**src/rtl/dbf_sum_tree.sv**
```systemverilog
// dbf_sum_tree: aligned multi-channel beam summer with pipelined adder tree and line counter; DBF_SUM_CH_MASK_EN adds per-channel masking
module dbf_sum_tree #(
    parameter int  NUM_CH   = 16,
    parameter int  IN_WD    = 32,
    parameter int  LINE_LEN = 2048,
    localparam int LVL      = $clog2(NUM_CH),
    localparam int SUM_WD   = IN_WD + LVL
) (
    input  logic                     clk,
    input  logic                     rst_n,
    input  logic                     start,
    input  logic [NUM_CH*IN_WD-1:0]  ch_din,
    input  logic [NUM_CH-1:0]        ch_din_valid,
`ifdef DBF_SUM_CH_MASK_EN
    input  logic [NUM_CH-1:0]        ch_mask,
`endif
    output logic signed [SUM_WD-1:0] sum_dout,
    output logic                     sum_dout_valid,
    output logic                     line_done,
    output logic                     err_misalign
);
    localparam logic [15:0] LAST = 16'(LINE_LEN - 1);

    logic [NUM_CH-1:0]        w_act;
    logic [NUM_CH-1:0]        w_v;
    logic                     w_all;
    logic                     w_mix;
    logic                     w_rise;
    logic                     r_start_d;
    logic                     r_err;
    logic                     r_vout;
    logic                     r_line_done;
    logic [15:0]              r_cnt;
    logic signed [SUM_WD-1:0] r_sum;

`ifdef DBF_SUM_CH_MASK_EN
    assign w_act = ~ch_mask;
`else
    assign w_act = '1;
`endif
    assign w_v    = ch_din_valid & w_act;
    assign w_all  = (w_act != '0) && (w_v == w_act);
    assign w_mix  = (w_v != '0) && (w_v != w_act);
    assign w_rise = start & ~r_start_d;

    for (genvar j = 0; j <= LVL; j++) begin : g_l
        localparam int N = NUM_CH >> j;
        localparam int W = IN_WD + j;
        logic [N*W-1:0] r_d;
        logic           r_v;
        if (j == 0) begin : g_in
            // Stage 0: accept aligned sets while start is high, zeroing inactive channels
            always_ff @(posedge clk) begin
                r_v <= rst_n ? 1'b0 : (start & w_all);
                for (int i = 0; i < N; i++)
                    r_d[i*W +: W] <= w_act[i] ? ch_din[i*W +: W] : '0;
            end
        end else begin : g_add
            // Level j: sum adjacent pairs of the previous level, one bit wider so nothing overflows
            always_ff @(posedge clk) begin
                r_v <= rst_n ? 1'b0 : g_l[j-1].r_v;
                for (int i = 0; i < N; i++)
                    r_d[i*W +: W] <= {g_l[j-1].r_d[2*i*(W-1)+W-2], g_l[j-1].r_d[2*i*(W-1) +: W-1]}
                                   + {g_l[j-1].r_d[(2*i+1)*(W-1)+W-2], g_l[j-1].r_d[(2*i+1)*(W-1) +: W-1]};
            end
        end
    end

    // Output register, per-line sample counter (a start rise clears it last) and sticky misalignment flag
    always_ff @(posedge clk) begin
        if (rst_n) begin
            r_start_d   <= 1'b0;
            r_err       <= 1'b0;
            r_vout      <= 1'b0;
            r_line_done <= 1'b0;
            r_cnt       <= '0;
            r_sum       <= '0;
        end else begin
            r_start_d   <= start;
            r_vout      <= g_l[LVL].r_v;
            r_line_done <= g_l[LVL].r_v && (r_cnt == LAST);
            r_sum       <= g_l[LVL].r_v ? g_l[LVL].r_d : r_sum;
            r_cnt       <= w_rise ? '0 : !g_l[LVL].r_v ? r_cnt : (r_cnt == LAST) ? '0 : r_cnt + 1'b1;
            r_err       <= (start & w_mix) | (r_err & ~w_rise);
        end
    end

    assign sum_dout       = r_sum;
    assign sum_dout_valid = r_vout;
    assign line_done      = r_line_done;
    assign err_misalign   = r_err;
endmodule

```
**config.mk**
```make
export PLATFORM = sky130hd
export DESIGN_NAME = dbf_sum_tree
export DESIGN_NICKNAME = d
export VERILOG_FILES = /design/src/rtl/dbf_sum_tree.sv
export SDC_FILE = /design/constraint.sdc
export NUM_CORES = 2
export LEC_CHECK = 0
export ABC_AREA = 1
export BUFFER_PORTS_ARGS = -buffer_cell sky130_fd_sc_hd__buf_4
export CORE_ASPECT_RATIO = 0.9
export CORE_MARGIN = 5
export CORE_UTILIZATION = 55
export CTS_CLUSTER_SIZE = 8
export DETAILED_ROUTE_END_ITERATION = 16
export HOLD_SLACK_MARGIN = 0.15
export PLACE_DENSITY = 0.75
export RECOVER_POWER = 50
export SYNTH_ARGS = -nofsm -noshare
export SYNTH_HDL_FRONTEND = slang
export SYNTH_SLANG_ARGS = --single-unit
export TNS_END_PERCENT = 10
```
**constraint.sdc**
```tcl
create_clock -name clk -period 2.12 [get_ports clk]
set_clock_uncertainty 0.1 [all_clocks]
set_input_delay 0 -clock clk [delete_from_list [all_inputs] [get_ports clk]]
set_output_delay 0 -clock clk [all_outputs]
set_load 0.1 [all_outputs]
```
==> impl_summary.log, run 1 <==
[metrics] run status: did not finish
[metrics] stage where the flow stopped: global routing
[metrics] stop err: [ERROR GRT-0232] Routing congestion too high. Check the congestion heatmap in the GUI.
[metrics] summed instance area of the synthesized netlist: 56500 um^2
[metrics] number of port buffers: 569
[metrics] number of synthesized flops with an enable pin: 0
[metrics] biggest area contributors in the synthesized netlist: sky130_fd_sc_hd__dfxtp_1, sky130_fd_sc_hd__nand2_1, sky130_fd_sc_hd__ha_1
[metrics] cell type contributing the most total cell area after synthesis: sky130_fd_sc_hd__dfxtp_1
[metrics] Synth Flop Type: sky130_fd_sc_hd__dfxtp_1
[metrics] kind of the worst endpoint: sequential cell input
[metrics] final weighted congestion in routability-driven placement: 0.999
[metrics] Synth warnings: 0
[metrics] syn_nets: 9242
[metrics] height of the chip: 314 um
[metrics] worst slack after detailed placement: -0.429 ns
[metrics] CTS H-tree lvls: 4
[metrics] proportion of netlist area held by the largest area contributor: 38.2%
[metrics] share of flip-flops with an asynchronous set or reset: 0%
[metrics] distinct cell type count after synthesis: 32
[metrics] count leader, synth: sky130_fd_sc_hd__nand2_1
[metrics] maximum number of pins on one net before global-route repair: 41
[metrics] GRT Util Overall: 46.1%
[metrics] list of most frequent post-synthesis cells: sky130_fd_sc_hd__nand2_1, sky130_fd_sc_hd__inv_1, sky130_fd_sc_hd__dfxtp_1, sky130_fd_sc_hd__nor2_1, sky130_fd_sc_hd__a21oi_1
[metrics] Die Wd: 348 um
[metrics] number of sinks handled by clock tree synthesis: 1079
[metrics] Clock Tree Buf Depth: 3
[metrics] Syn Inst Count: 8204
[metrics] placed wire-length estimate after detailed placement: 153 mm
[metrics] sequential cell area fraction in the yosys report: 38.2%
[metrics] Root Buffer: sky130_fd_sc_hd__clkbuf_16
[metrics] effective utilization at floorplan: 55.5%
[metrics] number of storage elements in the synthesis netlist: 1079
[metrics] total I/O pin count: 570
[metrics] endpoint pin with the least setup slack after global-route repair: g_l[2].r_d[40]$_DFF_P_/D
[metrics] CTS Buf Count: 154
[metrics] GRT overflow: 2
[metrics] antenna violations before repair: 60
[metrics] syn avg cell area: 6.89 um^2
[metrics] number of rows created at floorplan: 111
[metal layers]
layer  track usage [%]  GRT overflow
met3              19.1             0
met5              2.66             0
met2              70.4             1
met4              32.5             1
met1              51.9             0
[stage by stage]
step | std cells | setup TNS, ns | hold slack [ns] | instance area [um^2]
CTS | 11500 | -0.0981 | 0.227 | 78300
detailed placement | 10200 | -1.01 | 0.00544 | 63300
global placement | 10200 | -0.659 | 0.00470 | 63300
floorplan | 8204 | 0 | -0.0723 | 56500
[cell families after synthesis]
group / share of synthesized area (%)
AOI/OAI and AO/OA: 8.94
xor gates and xnor gates: 3.70
adders and majority gates: 11.4
buffers and inverters: 8.28
DFF: 38.2
and+or+nand+nor: 29.5
[what timing repair did]
| action | CTS |
|---|---|
| endpoints found under the setup margin | 19 |
| hold endpoints to repair | 573 |
| setup buffers | 0 |
| hold buffers | 1067 |
| resized for setup | 17 |
==> run 2, diff against run 1 <==
--- a/config.mk
+++ b/config.mk
@@ -7,13 +7,10 @@
 export LEC_CHECK = 0
 export ABC_AREA = 1
 export BUFFER_PORTS_ARGS = -buffer_cell sky130_fd_sc_hd__buf_4
-export CORE_ASPECT_RATIO = 0.9
 export CORE_MARGIN = 5
-export CORE_UTILIZATION = 55
-export CTS_CLUSTER_SIZE = 8
+export CORE_UTILIZATION = 40
 export DETAILED_ROUTE_END_ITERATION = 16
-export HOLD_SLACK_MARGIN = 0.15
-export PLACE_DENSITY = 0.75
+export PLACE_DENSITY_LB_ADDON = 0.15
 export RECOVER_POWER = 50
 export SYNTH_ARGS = -nofsm -noshare
 export SYNTH_HDL_FRONTEND = slang
==> impl_summary.log, run 2 <==
[metrics] share of layout cells above drive strength 1: 11.0%
[metrics] run status: finished with violations
[metrics] sequential cell area fraction in the yosys report: 38.2%
[metrics] Worst Hold Slack: 0.0827 ns
[metrics] number of port buffers: 569
[metrics] maximum number of pins on one net before global-route repair: 37
[metrics] number of synthesized flops with an enable pin: 0
[metrics] share of flip-flops with an asynchronous set or reset: 0%
[metrics] commonest non-fill, non-tap cells in the layout: sky130_fd_sc_hd__nand2_1, sky130_fd_sc_hd__inv_1, sky130_fd_sc_hd__dfxtp_1
[metrics] combinational share of power: 46.6%
[metrics] height of the chip: 386 um
[metrics] Synth Flop Type: sky130_fd_sc_hd__dfxtp_1
[metrics] total core area: 141000 um^2
[metrics] Syn Inst Count: 8204
[metrics] syn avg cell area: 6.89 um^2
[metrics] number of antenna-violating nets in the routed design: 0
[metrics] list of most frequent post-synthesis cells: sky130_fd_sc_hd__nand2_1, sky130_fd_sc_hd__inv_1, sky130_fd_sc_hd__dfxtp_1, sky130_fd_sc_hd__nor2_1, sky130_fd_sc_hd__a21oi_1
[metrics] cell internal power dissipation: 53.0 mW
[metrics] Reg2Reg Depth: 8
[metrics] hold path startpoint: ch_din_valid[0]
[metrics] final setup violation count: 1
[metrics] unrepaired setup endpoints after global routing: true
[metrics] power density over the cells: 1150 nW/um^2
[metrics] Switching Fraction: 42.2%
[metrics] top achievable clock speed: 464 MHz
[metrics] summed instance area of the synthesized netlist: 56500 um^2
[metrics] effective utilization at floorplan: 40.1%
[metrics] count of fill cells added during filler insertion: 13300
[metrics] reg2reg setup slack: -0.04 ns
[metrics] proportion of netlist area held by the largest area contributor: 38.2%
[metrics] start of the worst register-to-register path: g_l[1].r_d[66]
[metrics] GRT overflow: 0
[metrics] router iterations before antenna repair: 6
[metrics] classification of the worst setup path: reg -> reg
[metrics] number of slew-limit violations in the final report: 0
[metrics] final critical-path setup slack: -0.0365 ns
[metrics] Root Buffer: sky130_fd_sc_hd__clkbuf_16
[metrics] Hold/Removal Path Class: in -> reg
[metrics] CTS Buf Count: 115
[metrics] flip-flop count of the largest register, all copies and words added: 1018
[metrics] maximum fanout along the worst path: 4
[metrics] syn_nets: 9242
[metrics] instance count after placement with tap cells included: 10800
[metrics] hold-critical path depth: 6
[metrics] transition time at the pin with the least slew margin: 0.737 ns
[metrics] Final min period: 2.16 ns
[metrics] vias after detailed routing: 58000
[metrics] Data arrival, critical path: 2.61 ns
[metrics] kind of end point of the critical path: register
[metrics] worst ir drop on vdd: 0.889 mV
[metrics] number of global-route vias before repair: 58400
[metrics] total I/O pin count: 570
[metrics] clock tree from TritonCTS: done
[metrics] Synth warnings: 0
[metrics] post-layout power: 91.6 mW
[metrics] count leader, synth: sky130_fd_sc_hd__nand2_1
[metrics] final weighted congestion in routability-driven placement: 0.959
[metrics] Clock Tree Buf Depth: 3
[metrics] CTS H-tree lvls: 3
[metrics] cell type contributing the most total cell area after synthesis: sky130_fd_sc_hd__dfxtp_1
[metrics] placed wire-length estimate after detailed placement: 161 mm
[metrics] biggest area contributors in the synthesized netlist: sky130_fd_sc_hd__dfxtp_1, sky130_fd_sc_hd__nand2_1, sky130_fd_sc_hd__ha_1
[metrics] wire length of the first global-routing pass: 322 mm
[metrics] terminating pin of the worst hold path: err_misalign
[metrics] clock network power share: 23.7%
[metrics] GRT Util Overall: 27.4%
[metrics] post-DR wirelength/cell: 17.3 um
[metrics] distinct cell type count after synthesis: 32
[metrics] number of sinks handled by clock tree synthesis: 1079
[metrics] required time at the endpoint of the critical path: 2.57 ns
[metrics] post-route insts no fill: 12100
[metrics] most frequent standard cell in the layout excluding fill and tap cells: sky130_fd_sc_hd__nand2_1
[metrics] Die Footprint: 149000 um^2
[metrics] critical path startpoint category: register
[metrics] Leak Pwr: 40.8 nW
[metrics] final hold vios: 0
[metrics] violated checks: setup timing
[metrics] switching power of the nets: 38.7 mW
[metrics] relative slew slack: 50.5%
[metrics] Die Wd: 386 um
[metrics] sequential group share of total power: 29.7%
[metrics] insertion delay of the later-clocked pin in the worst-skew pair: 0.74 ns
[metrics] Detailed Route WL: 209 mm
[metrics] antenna violations before repair: 22
[metrics] number of vias per cell after detailed routing: 4.80
[metrics] most flop-heavy register: g_l.r_d
[metrics] post-route fraction of the period consumed by the critical path: 102%
[metrics] number of rows created at floorplan: 138
[metrics] Remaining DRCs: 0
[metrics] number of nets at the end of the flow: 11100
[metrics] worst slack after detailed placement: -0.0664 ns
[metrics] initial DRC count: 3555
[metrics] Layout area overhead: 40.4%
[metrics] Crit Reg-Reg Endpoint: g_l[2].r_d[38]
[metrics] number of max-cap violations: 0
[metrics] number of storage elements in the synthesis netlist: 1079
[metrics] post-CTS clock slew at the launch and capture registers of the worst setup and hold paths: 0.06 ns
[run 2: final cells by class]
type,instances,area [um^2],area share [%]
Inverter,1235,4640,5.84
Antenna cell,16,40.0,0.0504
Clock inverter,65,836,1.05
Tap cell,1890,2360,2.98
Clock buffer,153,3270,4.12
Multi-Input combinational cell,5878,30900,39.0
Timing Repair Buffer,1761,15700,19.8
Sequential cell,1079,21600,27.2
[run 2: worst max path at each step]
stage	slack [ns]	start	to
3_5_place_dp	-0.07	g_l[1].r_d[66]	g_l[2].r_d[44]
6_report	-0.04	g_l[1].r_d[66]	g_l[2].r_d[38]
2_1_floorplan	0.25	g_l[2].r_d[68]	g_l[3].r_d[67]
4_1_cts	-0.07	g_l[1].r_d[66]	g_l[2].r_d[40]
5_1_grt	-0.05	g_l[0].r_d[394]	g_l[1].r_d[213]
3_3_place_gp	-0.05	g_l[0].r_d[361]	g_l[1].r_d[176]
[run 2: routing by layer]
layer | GRT usage, % | share of wire (%)
met1 | 35.2 | 44
met5 | 0 | 0
met2 | 48.3 | 48
met3 | 3.25 | 4.9
met4 | 8.33 | 3.2
[run 2: metrics by stage]
step	cell area [um^2]	TNS, ns	utilization (%)
floorplan	56500	0	-
global placement	64200	-0.146	45.5
detailed placement	64200	-0.250	45.5
CTS	78800	-0.0994	55.9
global route	79400	-0.599	56.3
finish	79400	-0.0365	56.3
[run 2: repair_timing]
item	CTS	global route
pin swaps	0	7
gates cloned	0	0
gates resized for setup	10	211
hold endpoints to repair	573	0
setup endpoints to repair	13	191
hold buffers	1041	0
buffers inserted	0	8
[run 2: power groups by stage]
stage,registers [mW],clock network [mW],logic (mW)
final,27.2,21.7,42.7
after global routing,27.5,23.0,47.6
after CTS,27.2,22.1,41.3
after detailed placement,27.6,0,39.6
after global placement,27.6,0,39.7
after floorplan,26.0,0,26.1
[run 2: logic make-up after synthesis]
group / after synthesis / synth area share, %
AO/OA/AOI/OAI: 958 / 8.94
buffers and inverters: 1247 / 8.28
adder cells (fa/ha/maj): 507 / 11.4
AND/OR/NAND/NOR: 4174 / 29.5
XOR/XNOR: 239 / 3.70
flip-flops: 1079 / 38.2
[run 2: critical path, stage by stage, from the launching register on]
cell                      delay [ns]
sky130_fd_sc_hd__dfxtp_1        0.32
sky130_fd_sc_hd__ha_1           0.17
sky130_fd_sc_hd__inv_1          0.06
sky130_fd_sc_hd__fa_2           0.36
sky130_fd_sc_hd__inv_2          0.07
sky130_fd_sc_hd__nand3_1        0.07
sky130_fd_sc_hd__nand2_2        0.11
sky130_fd_sc_hd__buf_4          0.12
sky130_fd_sc_hd__xor2_1         0.58
Power figures use the tool's default switching activity.
